File: config.mk
export PLATFORM = sky130hd
export DESIGN_NAME = encoder_8_3_sequential
export DESIGN_NICKNAME = d
export VERILOG_FILES = /design/src/rtl/encoder_8_3_sequential.sv
export SDC_FILE = /design/constraint.sdc
export NUM_CORES = 1
export LEC_CHECK = 0
export ABC_AREA = 0
export BUFFER_PORTS_ARGS = -buffer_cell sky130_fd_sc_hd__buf_4
export CORE_MARGIN = 10
export CORE_UTILIZATION = 30
export DETAILED_ROUTE_END_ITERATION = 10
export SLEW_MARGIN = 25
export SYNTH_ARGS = -nofsm -noshare
export SYNTH_HDL_FRONTEND = slang
export SYNTH_SLANG_ARGS = --single-unit
File: constraint.sdc
create_clock -name clk -period 4.31 [get_ports clk]
set_input_delay 0.862 -clock clk [delete_from_list [all_inputs] [get_ports clk]]
set_output_delay 0.862 -clock clk [all_outputs]
set_load 0.05 [all_outputs]
File: src/rtl/encoder_8_3_sequential.sv
// rtl/encoder_8_3_sequential.sv - registered 8-to-3 encoder with pending-request queue and valid/ack handshake
// Optional macro ROUND_ROBIN_EN: round-robin grant selection instead of fixed highest-index priority.
module encoder_8_3_sequential #(
    parameter int TIMEOUT = 0
) (
    input  logic       clk,
    input  logic       rst_n,
    input  logic       en,
    input  logic [7:0] d,
    input  logic       ack,
    output logic [2:0] i,
    output logic       valid,
    output logic       ovf,
    output logic       tout,
    output logic [3:0] cnt
);

    typedef enum logic {
        IDLE    = 1'b0,
        PRESENT = 1'b1
    } state_t;

    localparam bit         TO_EN   = (TIMEOUT > 0);
    localparam logic [7:0] TO_LAST = 8'(TIMEOUT > 0 ? TIMEOUT - 1 : 0);

    state_t     state_q, state_d;
    logic [7:0] pend_q, pend_d;
    logic [2:0] i_q, i_d;
    logic       valid_q, valid_d;
    logic       ovf_q, ovf_d;
    logic       tout_q, tout_d;
    logic [3:0] cnt_q, cnt_d;
    logic [7:0] tcnt_q, tcnt_d;
    logic [7:0] set_v, clr_v;

    function automatic logic [3:0] popcount(input logic [7:0] p);
        logic [3:0] n;
        n = 4'd0;
        for (int k = 0; k < 8; k++) begin
            n = n + {3'd0, p[k]};
        end
        return n;
    endfunction

`ifdef ROUND_ROBIN_EN
    logic [2:0] ptr_q, ptr_d;

    // Scan offsets downward so the smallest offset from ptr wins.
    function automatic logic [2:0] pick(input logic [7:0] p, input logic [2:0] start);
        logic [2:0] idx;
        logic [2:0] sel;
        sel = start;
        for (int off = 7; off >= 0; off--) begin
            idx = start + 3'(off);
            if (p[idx]) begin
                sel = idx;
            end
        end
        return sel;
    endfunction
`else
    function automatic logic [2:0] pick(input logic [7:0] p);
        logic [2:0] sel;
        sel = 3'd0;
        for (int k = 0; k < 8; k++) begin
            if (p[k]) begin
                sel = 3'(k);
            end
        end
        return sel;
    endfunction
`endif

    always_ff @(posedge clk or negedge rst_n) begin
        if (!rst_n) begin
            state_q <= IDLE;
            pend_q  <= 8'h00;
            i_q     <= 3'd0;
            valid_q <= 1'b0;
            ovf_q   <= 1'b0;
            tout_q  <= 1'b0;
            cnt_q   <= 4'd0;
            tcnt_q  <= 8'd0;
`ifdef ROUND_ROBIN_EN
            ptr_q   <= 3'd0;
`endif
        end else begin
            state_q <= state_d;
            pend_q  <= pend_d;
            i_q     <= i_d;
            valid_q <= valid_d;
            ovf_q   <= ovf_d;
            tout_q  <= tout_d;
            cnt_q   <= cnt_d;
            tcnt_q  <= tcnt_d;
`ifdef ROUND_ROBIN_EN
            ptr_q   <= ptr_d;
`endif
        end
    end

    always_comb begin
        state_d = state_q;
        i_d     = i_q;
        valid_d = valid_q;
        tout_d  = 1'b0;
        tcnt_d  = tcnt_q;
`ifdef ROUND_ROBIN_EN
        ptr_d   = ptr_q;
`endif

        // Set is OR-ed after the clear so a same-cycle re-request keeps the bit.
        set_v  = en ? d : 8'h00;
        clr_v  = (valid_q && ack) ? (8'h01 << i_q) : 8'h00;
        pend_d = (pend_q & ~clr_v) | set_v;
        ovf_d  = |(set_v & pend_q & ~clr_v);
        cnt_d  = popcount(pend_d);

        case (state_q)
            IDLE: begin
                valid_d = 1'b0;
                if (en && (pend_q != 8'h00)) begin
`ifdef ROUND_ROBIN_EN
                    i_d = pick(pend_q, ptr_q);
`else
                    i_d = pick(pend_q);
`endif
                    valid_d = 1'b1;
                    tcnt_d  = 8'd0;
                    state_d = PRESENT;
                end
            end
            PRESENT: begin
                if (ack) begin
                    valid_d = 1'b0;
                    state_d = IDLE;
`ifdef ROUND_ROBIN_EN
                    ptr_d   = i_q + 3'd1;
`endif
                end else if (TO_EN && (tcnt_q == TO_LAST)) begin
                    valid_d = 1'b0;
                    tout_d  = 1'b1;
                    state_d = IDLE;
                end else if (TO_EN) begin
                    tcnt_d = tcnt_q + 8'd1;
                end
            end
            default: begin
                state_d = IDLE;
                valid_d = 1'b0;
            end
        endcase
    end

    assign i     = i_q;
    assign valid = valid_q;
    assign ovf   = ovf_q;
    assign tout  = tout_q;
    assign cnt   = cnt_q;

endmodule

# ---- After elaboration in Yosys (flattened, before gate mapping)
# Cells that the tools add are included.
dict set report classes {
  shifts 1
  n_mux 14
  eq_ne 1
  bitwise_logic 6
  n_addsub 7
  n_reduce_logical 5
}
# cell count
set op_table {}
lappend op_table {{$and 8x8->8} 3}
lappend op_table {{$mux 3} 6}
lappend op_table {{$add 4x1->4} 4}
lappend op_table {{$mux 8} 2}
lappend op_table {{$not 8->8} 1}
lappend op_table {{$or 8x8->8} 1}
lappend op_table {{$reduce_bool 8->1} 1}
lappend op_table {{$reduce_or 8->1} 1}
lappend op_table {{$shl 1x3->8 const A} 1}
lappend op_table {{$add 3x1->4} 1}
lappend op_table {{$mux 1} 4}
lappend op_table {{$pmux 1 s2} 2}
lappend op_table {{$add 2x1->3} 1}
lappend op_table {{$add 1x1->2} 1}
lappend op_table {{$logic_and 1x1->1} 2}
lappend op_table {{$ne 2x2->1 const B} 1}
lappend op_table {{$reduce_and 2->1} 1}
lappend op_table {{$not 1->1} 1}
dict set report totals {
  output_inout_bits 10
  in_bits 12
  word_cells 40
  reg_bits 18
}

# ---- Logic depth before layout (Yosys ltp)
# Gate-level depths: netlist of run 1.
dict set report logic_depth {
  depth_word 12
  ltp_mapped 13
  depth_no_buf 12
}

# ---- Least setup slack after synthesis of run 1
# OpenSTA, ideal clock, no wires.
dict set report synth_path {
  kind {input-to-reg}
  start {input ack}
  end {register cnt_q[2] (netlist: cnt[2])}
  n_path_buf 1
  path_slack_ns 0.637
  arrival_ns 3.550
  cell_stages 13
  cell_sequence {and3b_1 > buf_2 > nand2_1 > a22o_1 > inv_1 > fa_1 > fa_1 > fa_1 > inv_1 > ha_1 > inv_1 > fa_1 > xnor2_1}
}
dict set report synth_between {
  elab_chain_cells 12
}
# item line_no
set synth_rtl {}
lappend synth_rtl {{start, declared} 10} ;# input logic ack,
lappend synth_rtl {{$logic_and 1x1->1} 114} ;# clr_v = (valid_q && ack) ? (8'h01 << i_q) : 8'h00;
lappend synth_rtl {{$mux 8} 114}
lappend synth_rtl {{$not 8->8} 115} ;# pend_d = (pend_q & ~clr_v) | set_v;
lappend synth_rtl {{$and 8x8->8} 115}
lappend synth_rtl {{$or 8x8->8} 115}
lappend synth_rtl {{net pend_d[0]} 27} ;# logic [7:0] pend_q, pend_d;
lappend synth_rtl {{$add 1x1->2} 40} ;# n = n + {3'd0, p[k]};
lappend synth_rtl {{$add 2x1->3} 40}
lappend synth_rtl {{$add 3x1->4} 40}
lappend synth_rtl {{$add 4x1->4 (4 in series)} 40}
lappend synth_rtl {{net cnt_d[2]} 32} ;# logic [3:0] cnt_q, cnt_d;
lappend synth_rtl {{end signal, assigned} 94} ;# cnt_q <= cnt_d;
lappend synth_rtl {{end, declared} 32}
# The timed path passes the listed nets, and every way through them passes these cells.
# A chain may end at the register's enable or synchronous reset.

# ---- Worst setup path in the final report of run 1
dict set report layout_path {
  start {input ack}
  end {register cnt_q[1] (netlist: cnt[1])}
}
# Same word-level chain as after synthesis.

==> run summary, run 1 <==
VDD IR-drop max: 306 µV
RSZ-0062 raised after global routing: no
Routed Antenna Nets: 0
first-pass detailed-route iteration total: 5
Placer Congestion: 0.865
clock root cell: clkbuf_4
Async SR Flop Fraction: 100%
post-CTS sizing: 0
later-pin clock latency in the skew report: 0.29 ns
main flop type after synthesis: dfrtp_1
Slowest Stage Delay on Critical Path: 0.55 ns
syn avg cell area: 9.54 µm²
CTS Sinks: 18
Worst Hold Class: in2async
setup bufs post-CTS: 0
status: completed
Longest Clk Path Bufs: 2
DR vias: 839
routed vias/inst: 4.79
CP Capture Type: flop
initial antenna violation count: 0
Max Cap Viol: 0
vias in the first global route: 915
CTS tree: done
Arr. time, crit path: 3.79 ns
fmax: 278 MHz
Top delay family on crit path: adder cells
drt wl/cell: 13.6 µm
slowest stage cell on the critical path: fa_1
syn_nets: 131
NumNets Final: 150
first-pass GRT wire length: 4.15 mm
Setup Skew: 0.00146 ns
Routed Wire Length: 2.39 mm
CP bufs+invs: 5
mapped cell area: 1070 µm²
Pleak: 0.609 nW
dpl cells: 172
TritonCTS buffer count: 3
Total GRT Usage: 8.09%
Reg clk slew, reported paths: 0.10 ns
die width: 79.7 µm
period utilisation layout: 83.5%
post-DP HPWL: 1.93 mm
Final min period: 3.60 ns
share of layout cells above drive strength 1: 20.9%
Ys Warns: 0
leading area contributor after synthesis: dfrtp_1
Hold Buf Count CTS: 0
Core Rows: 21
sequential share of the synthesized area: 42.2%
CP startpoint kind: input pin
Final TNS setup: 0 ns
top-area cell type share of the netlist area: 42.2%
Non-Filler Instances: 175
post-synthesis cell type count: 32
ranking of synthesized cells by area: dfrtp_1 42%, fa_1 7.5%, inv_1 5.6%
Worst R2R Setup Slack: 0.83 ns
DRC viols: 0
top cells by count, synth: 18 x dfrtp_1, 16 x inv_1, 14 x nand2_1, 6 x nor2_1
CP Cell Sequence: buf_4 > and3b_1 > nand2_1 > a22o_1 > inv_1 > fa_1 > fa_1 > fa_1 > inv_1 > ha_1 > inv_1 > fa_1 > inv_1
Slew Viols, Final: 0
largest net degree at the start of global routing: 19
Synth Instances: 112
IO buf count: 20
final hold vios: 0
count leader, synth: dfrtp_1
Area Overhead vs Synth: 18.5%
H-tree levels: 1
die height: 79.7 µm
Seq cells post-synth: 18
CP Data Required Time: 4.50 ns
Worst Path Max Fanout: 7
number of flops mapped to enable cells by yosys: 0
Ports: 22
GRT Residual Overflow: 0
die area: 6350 µm²
iteration-0 DRC count of the detailed router: 78
Setup CP Type: in2reg
initial core utilization: 31.5%
Core Box Area: 3390 µm²
number of diodes: 0
setup violators final: 0
Power per Cell Area: 415 nW/µm²
==> state kept, by name, summed over array words and instances, names as in the netlist <==
signal,cells
valid,1
state_q,1
cnt,4
i,3
pend_q,8
ovf,1
==> worst paths after layout <==
kind	from	endpoint	cells after the start
max	ack	cnt[1]	13
min reg2reg	valid	valid	1
max reg2reg	i[0]	cnt[1]	12
max in group asynchronous	rst_n	pend_q[5]	1
min	rst_n	i[1]	1
min in group clk	valid	valid	1
==> cell families after synthesis <==
| group | after synthesis | synth area share (%) |
|---|---|---|
| AOI/OAI and AO/OA | 26 | 18.5 |
| xor gates and xnor gates | 1 | 0.820 |
| adders and majority gates | 7 | 11.0 |
| buffers and inverters | 23 | 9.02 |
| DFF | 18 | 42.2 |
| other | 1 | 0.351 |
| and+or+nand+nor | 36 | 18.2 |
==> worst register-to-register path, delay by kind of cell (launching register included) <==
family | cells | cell delay [ns]
adders and majority gates | 5 | 2.02
DFF | 1 | 0.54
and+or+nand+nor | 2 | 0.37
buffers and inverters | 4 | 0.23
AOI/OAI and AO/OA | 1 | 0.22
==> layout by cell type, fill, tap and decap left out, types with 2 or more instances in the layout <==
cell,Yosys,routed
and2_1,3,3
a21oi_1,3,3
nand3_1,5,5
inv_1,16,16
o21ai_0,2,2
buf_4,1,20
o2111ai_1,2,2
a22oi_1,3,3
ha_1,3,3
fa_1,4,4
clkbuf_4,0,3
a22o_1,5,5
nor2_1,6,6
a31oi_1,5,5
dfrtp_1,18,18
nor2b_1,2,2
nand2_1,14,14
==> final cells by class <==
| class | count | area [µm²] |
|---|---|---|
| Tap cell | 46 | 57.6 |
| Fill cell | 340 | 2120 |
| Clock buffer | 3 | 22.5 |
| Sequential cell | 18 | 450 |
| Timing Repair Buffer | 20 | 150 |
| Multi-Input combinational cell | 71 | 522 |
| Inverter | 17 | 63.8 |
==> stage by stage <==
| step | hold WS [ns] | cell area, µm² | setup WS [ns] | power [mW] | utilization [%] |
|---|---|---|---|---|---|
| finish | 0.418 | 1270 | 0.711 | 0.526 | 37.4 |
| global route | 0.418 | 1270 | 0.570 | 0.565 | 37.4 |
| CTS | 0.416 | 1270 | 0.708 | 0.537 | 37.4 |
| detailed placement | 0.560 | 1240 | 0.382 | 0.448 | 36.7 |
| global placement | 0.534 | 1240 | 0.402 | 0.448 | 36.7 |
| floorplan | 0.530 | 1070 | 0.637 | 0.378 | - |
==> power by group <==
part           switching [mW]  internal, mW
clock                  0.0506        0.0325
combinational           0.143        0.0747
sequential             0.0272         0.198
==> per-layer routing <==
metal / GRT usage, % / wire length (µm) / vias up
met5: 0 / 0 / -
met4: 2.15 / 29 / 0
met3: 4.17 / 195 / 6
met2: 12.5 / 1070 / 24
met1: 9.58 / 1100 / 400
li1: - / - / 409
(Power assumes the default switching activity.)
==> run 2, diff against run 1 <==
- clock period: 4.31 -> 3.7 ns (I/O delays scaled with it)
==> run summary, run 2 (synthesis gave the netlist of run 1 again) <==
Area Overhead vs Synth: 22.6%
DRC viols: 0 (unchanged)
DR vias: 848 (+1.1%)
Crit. Startpoint: ack
setup violators final: 0 (unchanged)
die width: 79.7 µm (unchanged)
Sequential Area: 450 µm² (unchanged)
Reg clk slew, reported paths: 0.11 ns (about the same)
period utilisation layout: 91.2%
final hold vios: 0 (unchanged)
GRT Residual Overflow: 0 (unchanged)
Setup Skew: 0.00426 ns (+0.00281 ns)
CP startpoint kind: input pin
IO buf count: 20 (unchanged)
Power per Cell Area: 493 nW/µm² (+19%)
die height: 79.7 µm (unchanged)
Max Cap Viol: 0 (unchanged)
later-pin clock latency in the skew report: 0.29 ns (about the same)
met2 GRT Util: 12.9% (+0.32 points)
number of diodes: 0 (unchanged)
share of layout cells above drive strength 1: 23.9% (+3.0 points)
Pleak: 0.636 nW (+4.3%)
fmax: 296 MHz
multi-input logic area: 522 µm² (unchanged)
Ports: 22 (unchanged)
TritonCTS buffer count: 3 (unchanged)
initial core utilization: 31.5% (unchanged)
Core Rows: 21 (unchanged)
Core Box Area: 3390 µm² (unchanged)
Worst R2R Setup Slack: 0.40 ns (-0.43 ns)
routing usage on met3: 4.28% (+0.11 points)
post-DP HPWL: 2.04 mm (+6.0%)
Top reg by flops: pend_q
Worst Hold Class: in2async
H-tree levels: 1 (unchanged)
CTS Sinks: 18 (unchanged)
commonest cells after routing, fill and taps aside: 24 x buf_4, 18 x dfrtp_1, 16 x inv_1
fill count: 346 (+1.8%)
first-pass detailed-route iteration total: 4 (-1)
Total GRT Usage: 8.65% (+0.56 points)
Routed Wire Length: 2.47 mm (+3.5%)
status: completed
CP Data Required Time: 3.90 ns (-0.60 ns)
vias in the first global route: 968 (+5.8%)
commonest non-fill, non-tap cell in the layout: buf_4
Total Power: 0.645 mW (+23%)
iteration-0 DRC count of the detailed router: 40 (-49%)
NumNets Final: 154 (+2.7%)
Routed Antenna Nets: 0 (unchanged)
CTS tree: done
cell count of the worst reg-to-reg path: 12 (unchanged)
M1 GR Usage: 10.4% (+0.79 points)
Longest Clk Path Bufs: 2 (unchanged)
Crit Reg-Reg Endpoint: cnt[1]
max reg flops: 8 (unchanged)
Placer Congestion: 0.874 (+1.1%)
drt wl/cell: 13.7 µm (+0.60%)
initial antenna violation count: 0 (unchanged)
Final Util: 38.6% (+1.3 points)
Slew Viols, Final: 0 (unchanged)
Setup CP Type: in2reg
routed vias/inst: 4.71 (-1.7%)
largest net degree at the start of global routing: 19 (unchanged)
Hold Buf Count CTS: 0 (unchanged)
VDD IR-drop max: 320 µV (+4.7%)
global route hottest layer: met2
Worst Path Max Fanout: 3 (-4)
RSZ-0062 raised after global routing: no
clock root cell: clkbuf_4
post-CTS sizing: 0 (unchanged)
hold_ws: 0.292 ns (-0.126 ns)
first-pass GRT wire length: 4.43 mm (+6.6%)
Final min period: 3.38 ns
Arr. time, crit path: 3.58 ns (-0.21 ns)
die area: 6350 µm² (unchanged)
FF-to-FF Start: i[0]
setup bufs post-CTS: 0 (unchanged)
CP Capture Type: flop
## run 2: cell types whose count changed in the layout (fill, tap and decap cells not counted)
| cell | previous run | this run |
|---|---|---|
| clkbuf_8 | 0 | 1 |
| buf_4 | 20 | 24 |
## run 2: worst max-delay path, cell delays in order
cell and delay (ns):
buf_4 0.11, and3b_1 0.18, nand2_1 0.06, a22o_1 0.15, inv_1 0.06, fa_1 0.54
fa_1 0.44, fa_1 0.48, inv_1 0.07, ha_1 0.16, inv_1 0.05, fa_1 0.48
inv_1 0.04
## run 2: layout make-up
cell class	count	share of cell area, %
Clock buffer	4	2.77
Inverter	17	4.87
Multi-Input combinational cell	71	39.8
Sequential cell	18	34.4
Tap cell	46	4.39
Timing Repair Buffer	24	13.8
## run 2: worst max path at each step
| stage | to | cells past startpoint | slack (ns) |
|---|---|---|---|
| 5_1_grt | cnt[1] | 13 | 0.21 |
| 6_report | cnt[1] | 13 | 0.32 |
| 4_1_cts | cnt[1] | 13 | 0.30 |
| 3_5_place_dp | cnt[1] | 13 | -0.02 |
| 2_1_floorplan | cnt[2] | 13 | 0.10 |
| 3_3_place_gp | cnt[1] | 13 | 0.005 |
## run 2: per-layer routing
layer  wire length [µm]  vias up
met4                 30        0
met5                  0        -
met1               1080      399
met3                214        4
met2               1150       29
li1                   -      416
## run 2: power breakdown
group / switching [mW] / total, mW / internal (mW)
logic: 0.175 / 0.267 / 0.0925
clock network: 0.0620 / 0.122 / 0.0600
registers: 0.0256 / 0.256 / 0.231
## run 2: per-stage QoR
stage	worst slack, ns	setup TNS (ns)	area [µm²]	cells
finish	0.324	0	1310	180
global route	0.210	0	1310	180
CTS	0.299	0	1310	180
detailed placement	-0.0223	-0.0356	1270	176
global placement	0.00534	0	1270	176
floorplan	0.102	0	1070	112
